<file path="src/rtl/microroc_sc_pkg.sv">
// Shared constants and state encoding for the MICROROC slow-control loader.
package microroc_sc_pkg;

    localparam int unsigned SC_WORD_W       = 16;
    localparam int unsigned SC_RSTB_CYC     = 8;
    localparam int unsigned SC_BITS_DEFAULT = 592;
    localparam int unsigned DAC0_W          = 10;

    typedef enum logic [2:0] {
        StIdle,
        StRst,
        StFetch,
        StShift,
        StDone
    } sc_state_e;

endpackage

</file>
<file path="src/rtl/microroc_sc_bit_timer.sv">
// Serial bit timing: SR_CK phase counter, per-bit strobes and remaining-bit counter.
module microroc_sc_bit_timer #(
    parameter int unsigned  SC_BITS = 592,
    parameter int unsigned  CK_HALF = 4,
    localparam int unsigned BitW    = $clog2(SC_BITS),
    localparam int unsigned PhW     = $clog2(2 * CK_HALF)
) (
    input  logic            clk_i,
    input  logic            rst_i,
    input  logic            start_i,
    output logic            sr_ck_o,
    output logic            bit_start_o,
    output logic            high_start_o,
    output logic            bit_end_o,
    output logic            frame_end_o,
    output logic [BitW-1:0] bit_idx_o
);

    localparam logic [PhW-1:0] PhaseMax  = PhW'(2 * CK_HALF - 1);
    localparam logic [PhW-1:0] PhaseHigh = PhW'(CK_HALF);

    logic [PhW-1:0]  phase_q, phase_d;
    logic [BitW-1:0] bits_q, bits_d;
    logic            active_q, active_d;
    logic            ck_q, ck_d;

    always_comb begin
        phase_d  = phase_q;
        bits_d   = bits_q;
        active_d = active_q;
        if (start_i) begin
            active_d = 1'b1;
            phase_d  = '0;
            bits_d   = BitW'(SC_BITS - 1);
        end else if (active_q) begin
            if (phase_q == PhaseMax) begin
                phase_d = '0;
                if (bits_q == '0) begin
                    active_d = 1'b0;
                end else begin
                    bits_d = bits_q - 1'b1;
                end
            end else begin
                phase_d = phase_q + 1'b1;
            end
        end
        // Registered so SR_CK is glitch-free toward the ASIC.
        ck_d = active_d && (phase_d >= PhaseHigh);
    end

    always_ff @(posedge clk_i) begin
        if (rst_i) begin
            phase_q  <= '0;
            bits_q   <= '0;
            active_q <= 1'b0;
            ck_q     <= 1'b0;
        end else begin
            phase_q  <= phase_d;
            bits_q   <= bits_d;
            active_q <= active_d;
            ck_q     <= ck_d;
        end
    end

    assign sr_ck_o      = ck_q;
    assign bit_start_o  = active_q && (phase_q == '0);
    assign high_start_o = active_q && (phase_q == PhaseHigh);
    assign bit_end_o    = active_q && (phase_q == PhaseMax);
    assign frame_end_o  = bit_end_o && (bits_q == '0);
    assign bit_idx_o    = bits_q;

endmodule

</file>
<file path="src/rtl/microroc_sc_loader.sv">
// Loads a MICROROC slow-control frame from config RAM with DAC0 substituted,
// then pulses MicrorocConfigDone.
module microroc_sc_loader
    import microroc_sc_pkg::*;
#(
    parameter int unsigned  SC_BITS  = SC_BITS_DEFAULT,
    parameter int unsigned  WORD_W   = SC_WORD_W,
    parameter int unsigned  DAC0_POS = 0,
    parameter int unsigned  CK_HALF  = 4,
    localparam int unsigned NWords   = SC_BITS / WORD_W,
    localparam int unsigned AddrW    = $clog2(NWords)
) (
    input  logic              Clk,
    input  logic              reset,
    input  logic              LoadSCParameter,
    input  logic [DAC0_W-1:0] OutDAC0,
    output logic [AddrW-1:0]  ScCfgAddr,
    output logic              ScCfgRden,
    input  logic [WORD_W-1:0] ScCfgData,
    output logic              SR_CK,
    output logic              SR_IN,
    output logic              SR_RSTB,
    output logic              MicrorocConfigDone,
    output logic              Busy
);

    localparam int unsigned BitW    = $clog2(SC_BITS);
    localparam int unsigned RstCntW = $clog2(SC_RSTB_CYC);

    sc_state_e           state_q, state_d;
    logic [RstCntW-1:0]  rst_cnt_q, rst_cnt_d;
    logic [DAC0_W-1:0]   dac_q, dac_d;
    logic [AddrW-1:0]    addr_q, addr_d;
    logic                rd_vld_q;
    logic [WORD_W-1:0]   hold_q, hold_d;
    logic [WORD_W-1:0]   sreg_q, sreg_d;

    logic                bit_start, high_start, bit_end, frame_end;
    logic [BitW-1:0]     bit_idx;
    logic                word_last, more_words, first_cyc, rden;
    logic [WORD_W-1:0]   first_word, next_word;
    int unsigned         next_k;

    // Overlay the latched DAC0 value onto RAM word k at its frame position.
    function automatic logic [WORD_W-1:0] merge_dac(input logic [WORD_W-1:0] w,
                                                    input int unsigned k,
                                                    input logic [DAC0_W-1:0] dac);
        logic [WORD_W-1:0] r;
        logic [DAC0_W-1:0] sh;
        int unsigned       i;
        r = w;
        for (int unsigned j = 0; j < WORD_W; j++) begin
            i = k * WORD_W + j;
            if (i >= DAC0_POS && i < DAC0_POS + DAC0_W) begin
                sh   = dac >> (i - DAC0_POS);
                r[j] = sh[0];
            end
        end
        return r;
    endfunction

    microroc_sc_bit_timer #(
        .SC_BITS(SC_BITS),
        .CK_HALF(CK_HALF)
    ) u_bit_timer (
        .clk_i       (Clk),
        .rst_i       (reset),
        .start_i     (state_q == StFetch),
        .sr_ck_o     (SR_CK),
        .bit_start_o (bit_start),
        .high_start_o(high_start),
        .bit_end_o   (bit_end),
        .frame_end_o (frame_end),
        .bit_idx_o   (bit_idx)
    );

    assign word_last  = (32'(bit_idx) % WORD_W) == 32'd0;
    assign more_words = bit_idx != '0;
    assign next_k     = 32'(bit_idx) / WORD_W - 32'd1;
    // First cycle of the frame: RAM data is only just valid, so drive it straight through.
    assign first_cyc  = (state_q == StShift) && bit_start && (bit_idx == BitW'(SC_BITS - 1));
    assign first_word = merge_dac(ScCfgData, NWords - 1, dac_q);
    assign next_word  = merge_dac(rd_vld_q ? ScCfgData : hold_q, next_k, dac_q);
    assign rden       = (state_q == StFetch) ||
                        ((state_q == StShift) && high_start && word_last && more_words);

    always_comb begin
        state_d   = state_q;
        rst_cnt_d = rst_cnt_q;
        dac_d     = dac_q;
        addr_d    = addr_q;
        unique case (state_q)
            StIdle: begin
                if (LoadSCParameter) begin
                    state_d   = StRst;
                    rst_cnt_d = '0;
                    dac_d     = OutDAC0;
                    addr_d    = AddrW'(NWords - 1);
                end
            end
            StRst: begin
                if (rst_cnt_q == RstCntW'(SC_RSTB_CYC - 1)) begin
                    state_d = StFetch;
                end else begin
                    rst_cnt_d = rst_cnt_q + 1'b1;
                end
            end
            StFetch: state_d = StShift;
            StShift: begin
                if (frame_end) begin
                    state_d = StDone;
                end
            end
            StDone:  state_d = StIdle;
            default: state_d = StIdle;
        endcase
        if (rden && addr_q != '0) begin
            addr_d = addr_q - 1'b1;
        end
    end

    always_comb begin
        hold_d = rd_vld_q ? ScCfgData : hold_q;
        sreg_d = sreg_q;
        if (first_cyc) begin
            sreg_d = first_word;
        end else if (state_q == StShift && bit_end) begin
            sreg_d = (word_last && more_words) ? next_word : sreg_q << 1;
        end
    end

    always_ff @(posedge Clk) begin
        if (reset) begin
            state_q   <= StIdle;
            rst_cnt_q <= '0;
            dac_q     <= '0;
            addr_q    <= '0;
            rd_vld_q  <= 1'b0;
            hold_q    <= '0;
            sreg_q    <= '0;
        end else begin
            state_q   <= state_d;
            rst_cnt_q <= rst_cnt_d;
            dac_q     <= dac_d;
            addr_q    <= addr_d;
            rd_vld_q  <= rden;
            hold_q    <= hold_d;
            sreg_q    <= sreg_d;
        end
    end

    assign ScCfgAddr          = addr_q;
    assign ScCfgRden          = rden;
    assign SR_RSTB            = state_q != StRst;
    assign MicrorocConfigDone = state_q == StDone;
    assign Busy               = (state_q == StRst) || (state_q == StFetch) ||
                                (state_q == StShift);
    assign SR_IN              = (state_q != StShift) ? 1'b0 :
                                first_cyc ? first_word[WORD_W-1] : sreg_q[WORD_W-1];

endmodule

</file>
<file path="config.mk">
export PLATFORM = sky130hd
export DESIGN_NAME = microroc_sc_loader
export DESIGN_NICKNAME = d
export VERILOG_FILES = /design/src/rtl/microroc_sc_pkg.sv /design/src/rtl/microroc_sc_bit_timer.sv /design/src/rtl/microroc_sc_loader.sv
export SDC_FILE = /design/constraint.sdc
export NUM_CORES = 1
export LEC_CHECK = 0
export CORE_ASPECT_RATIO = 1.5
export CORE_MARGIN = 5
export CORE_UTILIZATION = 43
export CTS_CLUSTER_SIZE = 12
export DETAILED_ROUTE_END_ITERATION = 7
export GPL_TIMING_DRIVEN = 0
export PLACE_DENSITY_LB_ADDON = 0.12
export SETUP_SLACK_MARGIN = 0.2
export SLEW_MARGIN = 25
export SYNTH_ARGS = -nofsm -noshare
export SYNTH_HDL_FRONTEND = slang
export SYNTH_SLANG_ARGS = --single-unit
</file>
<file path="constraint.sdc">
create_clock -name Clk -period 3.05 [get_ports Clk]
set_input_delay 0.7625 -clock Clk [delete_from_list [all_inputs] [get_ports Clk]]
set_output_delay 0.7625 -clock Clk [all_outputs]
set_load 0.01 [all_outputs]
</file>
==> out/qor.log <==
[die] Core ar. 8310 µm²
[cts] hold-fix buffers at CTS 0
[timing] worst-margin pin slew 0.677 ns
[global_routing] pin count of the biggest net entering global routing 12
[cts] Clock Sink Count 70
[power_and_ir_drop] Clk pwr share 52.0%
[finish] layout net count 533
[die] vertical die dimension 122 µm
[worst_hold_path] Worst Hold Class reg2reg
[timing] count of endpoints failing hold in the final timing report 0
[cts] clock latency on the worst-skew pair 0.34 ns
[timing] setup-violating endpoint count in the final report 0
[synthesis] top area cells in the synthesized netlist sky130_fd_sc_hd__dfxtp_1 (39%), sky130_fd_sc_hd__mux2i_1 (8.6%), sky130_fd_sc_hd__nand2_1 (6.7%), sky130_fd_sc_hd__nor2_1 (4.6%), sky130_fd_sc_hd__ha_1 (4.2%)
[placed_design] post-DP HPWL 6460 µm
[timing] pins over their slew limit 0
[finish] synth-to-layout area growth 30.2%
[critical_path] Worst R2R Start u_bit_timer.bit_idx_o[4]$_SDFFE_PP0P_
[synthesis] number of cells produced by synthesis 430
[synthesis] most area-hungry cell type in the Yosys netlist sky130_fd_sc_hd__dfxtp_1
[finish] number of fill cells in the layout 787
[critical_path] Worst setup SP type flop
[timing] unrepaired setup endpoints after global routing yes
[global_routing] via count of the first global-routing pass 3148
[cts] Inserted Clock Buffers 9
[synthesis] number of synthesized register bits 70
[route] number of DRC violations after detailed-routing iteration 0 134
[route] mean routed wirelength per cell 15.1 µm
[route] via count 3197
[cts] CTS Root Buffer Type sky130_fd_sc_hd__clkbuf_16
[die] number of cell rows 41
[route] remaining antenna violation count after routing 0
[timing] worst slew slack as a fraction of its limit 54.9%
[critical_path] kind of capture point of the worst setup path output port
[critical_path] data required time of the critical path 2.29 ns
[critical_path] Worst Setup Path Type reg2out
[synthesis] post-synth cell types 58
[global_routing] wire length of the first global-routing pass 15200 µm
[run] reported max-cap violation count 0
[synthesis] Synth Area per Inst 8.41 µm²
[power_and_ir_drop] Pleak 0.00170 µW
[cts] CTS tree built
[power_and_ir_drop] design internal power 1740 µW
[cts] clock edge transition at the registers on the reported setup and hold paths 0.06 ns
[cts] number of buffers on the longest clock path 2
[synthesis] Syn Std Cell Area 3610 µm²
[synthesis] proportion of register bits with asynchronous set or reset after synthesis 0%
[die] Starting Density 43.5%
[worst_hold_path] critical hold path startpoint dac_q[7]$_SDFFE_PP0P_
[finish] Final Instance Count excl. Fillers 603
[power_and_ir_drop] Seq pwr share 42.6%
[timing] Tmin final 2.85 ns
[global_routing] total overflow reported by the global router 0
[synthesis] simple logic cell fraction of the synthesized area 23.4%
[synthesis] prevailing post-synth register cell sky130_fd_sc_hd__dfxtp_1
[critical_path] critical path data arrival time 2.09 ns
[cts] H-tree levels 3
[power_and_ir_drop] worst vdd rail ir drop 0.000280 V
[route] WL final 9100 µm
[synthesis] Post-Synthesis Net Count 471
[power_and_ir_drop] total power per unit cell area 466 nW/µm²
[power_and_ir_drop] net load switching power 453 µW
[synthesis] Syn. warnings 0
[critical_path] critical path peak fanout 3
[critical_path] worst setup path start u_bit_timer.phase_q[1]$_SDFF_PP0_
[timing] final critical-path share of the clock period 93.4%
[finish] number of inserted diodes 0
[placed_design] Port Buffers 40
[synthesis] post-synthesis sequential area ratio 38.8%
[timing] clock skew after layout 0.00824 ns
[power_and_ir_drop] switching share of power 20.7%
[run_status] run status finished clean
[route] via count normalized by instance count 5.30
[critical_path] worst reg2reg path depth 8
[global_routing] antenna violations before repair 0
[global_routing] gr usage total 18.5%
[finish] proportion of layout cells with a drive suffix above 1 15.3%
[synthesis] number of enable flip-flop cells after synthesis 0
[placed_design] placer's final routability congestion estimate 0.829
[die] ports placed on the boundary 41
[route] number of DRC violations after detailed routing 0
[synthesis] fraction of post-synthesis cell area in the top cell type by area 38.8%
[power_and_ir_drop] combinational share of power 5.4%
[synthesis] area share of fa/ha/maj cells after synthesis 4.15%
[route] length of the first detailed-routing pass in iterations 4
[placed_design] Placed Cells 577
[timing] max frequency 0.351 GHz
[finish] final core area utilization 56.6%
[worst_hold_path] Hold Path Cell Cnt 2
[synthesis] post-synthesis compound-gate area fraction 15.2%
[die] Die X-Extent 84.9 µm
[synthesis] dominant combinational cell family by area after synthesis simple AND/OR/NAND/NOR gates
[synthesis] mux contribution to synthesized area 10.5%
[synthesis] xor-xnor portion of the synthesized cell area 2.42%
[die] floorplan die area 10400 µm²
metal layers:
metal / routed length [µm] / GRT usage, % / vias up
met1: 4050 / 22.5 / 1508
met4: 255 / 8.71 / 0
li1: - / - / 1620
met3: 283 / 4.37 / 23
met2: 4510 / 30.9 / 46
met5: 0 / 0 / -
cells in the mapped netlist (4+ instances only):
cell type and count:
sky130_fd_sc_hd__dfxtp_1 70, sky130_fd_sc_hd__nor3_1 12, sky130_fd_sc_hd__mux2i_1 31, sky130_fd_sc_hd__a21o_1 9, sky130_fd_sc_hd__nand2_1 65, sky130_fd_sc_hd__o211ai_1 7, sky130_fd_sc_hd__clkbuf_1 17, sky130_fd_sc_hd__nor2_1 44
sky130_fd_sc_hd__ha_1 12, sky130_fd_sc_hd__inv_1 17, sky130_fd_sc_hd__a21oi_1 25, sky130_fd_sc_hd__o21ai_0 10, sky130_fd_sc_hd__nand3_1 15, sky130_fd_sc_hd__xnor2_1 6, sky130_fd_sc_hd__a211oi_1 9, sky130_fd_sc_hd__or3_1 4
sky130_fd_sc_hd__buf_2 6, sky130_fd_sc_hd__xor2_1 4, sky130_fd_sc_hd__mux2_2 6, sky130_fd_sc_hd__nor3b_1 4
kinds of logic after synthesis:
| logic type | after synthesis |
|---|---|
| buffers and inverters | 47 |
| flip-flops | 70 |
| XOR/XNOR | 10 |
| AO/OA/AOI/OAI | 81 |
| AND/OR/NAND/NOR | 173 |
| adder cells (fa/ha/maj) | 12 |
| multiplexers | 37 |
critical path: stages (launching register included):
cell                        delay, ns
sky130_fd_sc_hd__dfxtp_2         0.33
sky130_fd_sc_hd__inv_2           0.06
sky130_fd_sc_hd__ha_4            0.15
sky130_fd_sc_hd__nand4bb_4       0.13
sky130_fd_sc_hd__or4_4           0.56
sky130_fd_sc_hd__buf_8           0.14
sky130_fd_sc_hd__clkbuf_16       0.13
sky130_fd_sc_hd__nand2_4         0.06
sky130_fd_sc_hd__a21oi_2         0.05
sky130_fd_sc_hd__buf_2           0.14
area by class of cell:
| class | count | area (µm²) | share of cell area, % |
|---|---|---|---|
| sequential | 70 | 1410 | 30.0 |
| multi-input combinational | 313 | 2110 | 44.8 |
| clock inverter | 3 | 67.6 | 1.44 |
| inverter | 17 | 68.8 | 1.46 |
| timing repair buffer | 51 | 473 | 10.1 |
| clock buffer | 12 | 256 | 5.45 |
| buffer | 30 | 184 | 3.91 |
| tap | 107 | 134 | 2.84 |
path summary, 6_finish.rpt:
path | slack, ns | to
max | 0.20 | SR_IN
min reg2reg | 0.45 | dac_q[7]$_SDFFE_PP0P_
max reg2reg | 0.81 | sreg_q[2]$_SDFFE_PP0P_
min | 0.45 | dac_q[7]$_SDFFE_PP0P_
metrics by stage:
stage | worst slack, ns | instance area (µm²) | hold WS (ns) | power (µW) | setup TNS [ns]
after floorplan | 0.508 | 3610 | 0.437 | 1010 | 0
after global placement | -0.445 | 4150 | 0.444 | 1070 | -0.643
after detailed placement | -0.380 | 4150 | 0.447 | 1070 | -0.552
after CTS | 0.166 | 4610 | 0.456 | 2220 | 0
after global routing | 0.138 | 4710 | 0.476 | 2270 | 0
final | 0.201 | 4710 | 0.453 | 2190 | 0
power by group through the flow:
stage	sequential [µW]	clock (µW)	combinational [µW]
6_report	934	1140	119
3_5_place_dp	955	0	119
5_1_grt	935	1200	131
4_1_cts	934	1160	120
3_3_place_gp	955	0	118
2_1_floorplan	955	0	50.6
state kept, by name, summed over array words and instances (netlist names):
name / count
hold_q: 16
u_bit_timer.bit_idx_o: 10
state_q: 3
dac_q: 10
ScCfgAddr: 6
u_bit_timer.sr_ck_o: 1
sreg_q: 16
rst_cnt_q: 3
u_bit_timer.active_q: 1
rd_vld_q: 1
u_bit_timer.phase_q: 3
placed cells by master (no fill, tap or decap), types with 6 or more instances in the layout:
| master | count |
|---|---|
| sky130_fd_sc_hd__dfxtp_1 | 65 |
| sky130_fd_sc_hd__o21ai_0 | 10 |
| sky130_fd_sc_hd__nor3_1 | 12 |
| sky130_fd_sc_hd__clkbuf_1 | 15 |
| sky130_fd_sc_hd__a21oi_1 | 24 |
| sky130_fd_sc_hd__mux2i_1 | 31 |
| sky130_fd_sc_hd__clkbuf_16 | 10 |
| sky130_fd_sc_hd__a21o_1 | 9 |
| sky130_fd_sc_hd__inv_1 | 13 |
| sky130_fd_sc_hd__nor2_1 | 44 |
| sky130_fd_sc_hd__clkdlybuf4s50_1 | 38 |
| sky130_fd_sc_hd__nand2_1 | 64 |
| sky130_fd_sc_hd__nand3_1 | 14 |
| sky130_fd_sc_hd__buf_4 | 14 |
| sky130_fd_sc_hd__o211ai_1 | 7 |
| sky130_fd_sc_hd__a211oi_1 | 9 |
| sky130_fd_sc_hd__xnor2_1 | 6 |
| sky130_fd_sc_hd__buf_2 | 6 |
| sky130_fd_sc_hd__mux2_2 | 6 |
| sky130_fd_sc_hd__ha_1 | 10 |
what timing repair did:
action	CTS	global route
setup buffers	8	3
setup endpoints to repair	2	2
endpoints found under the hold margin	0	0
pin swaps	3	5
gates resized for setup	32	21
Power figures use the tool's default switching activity.
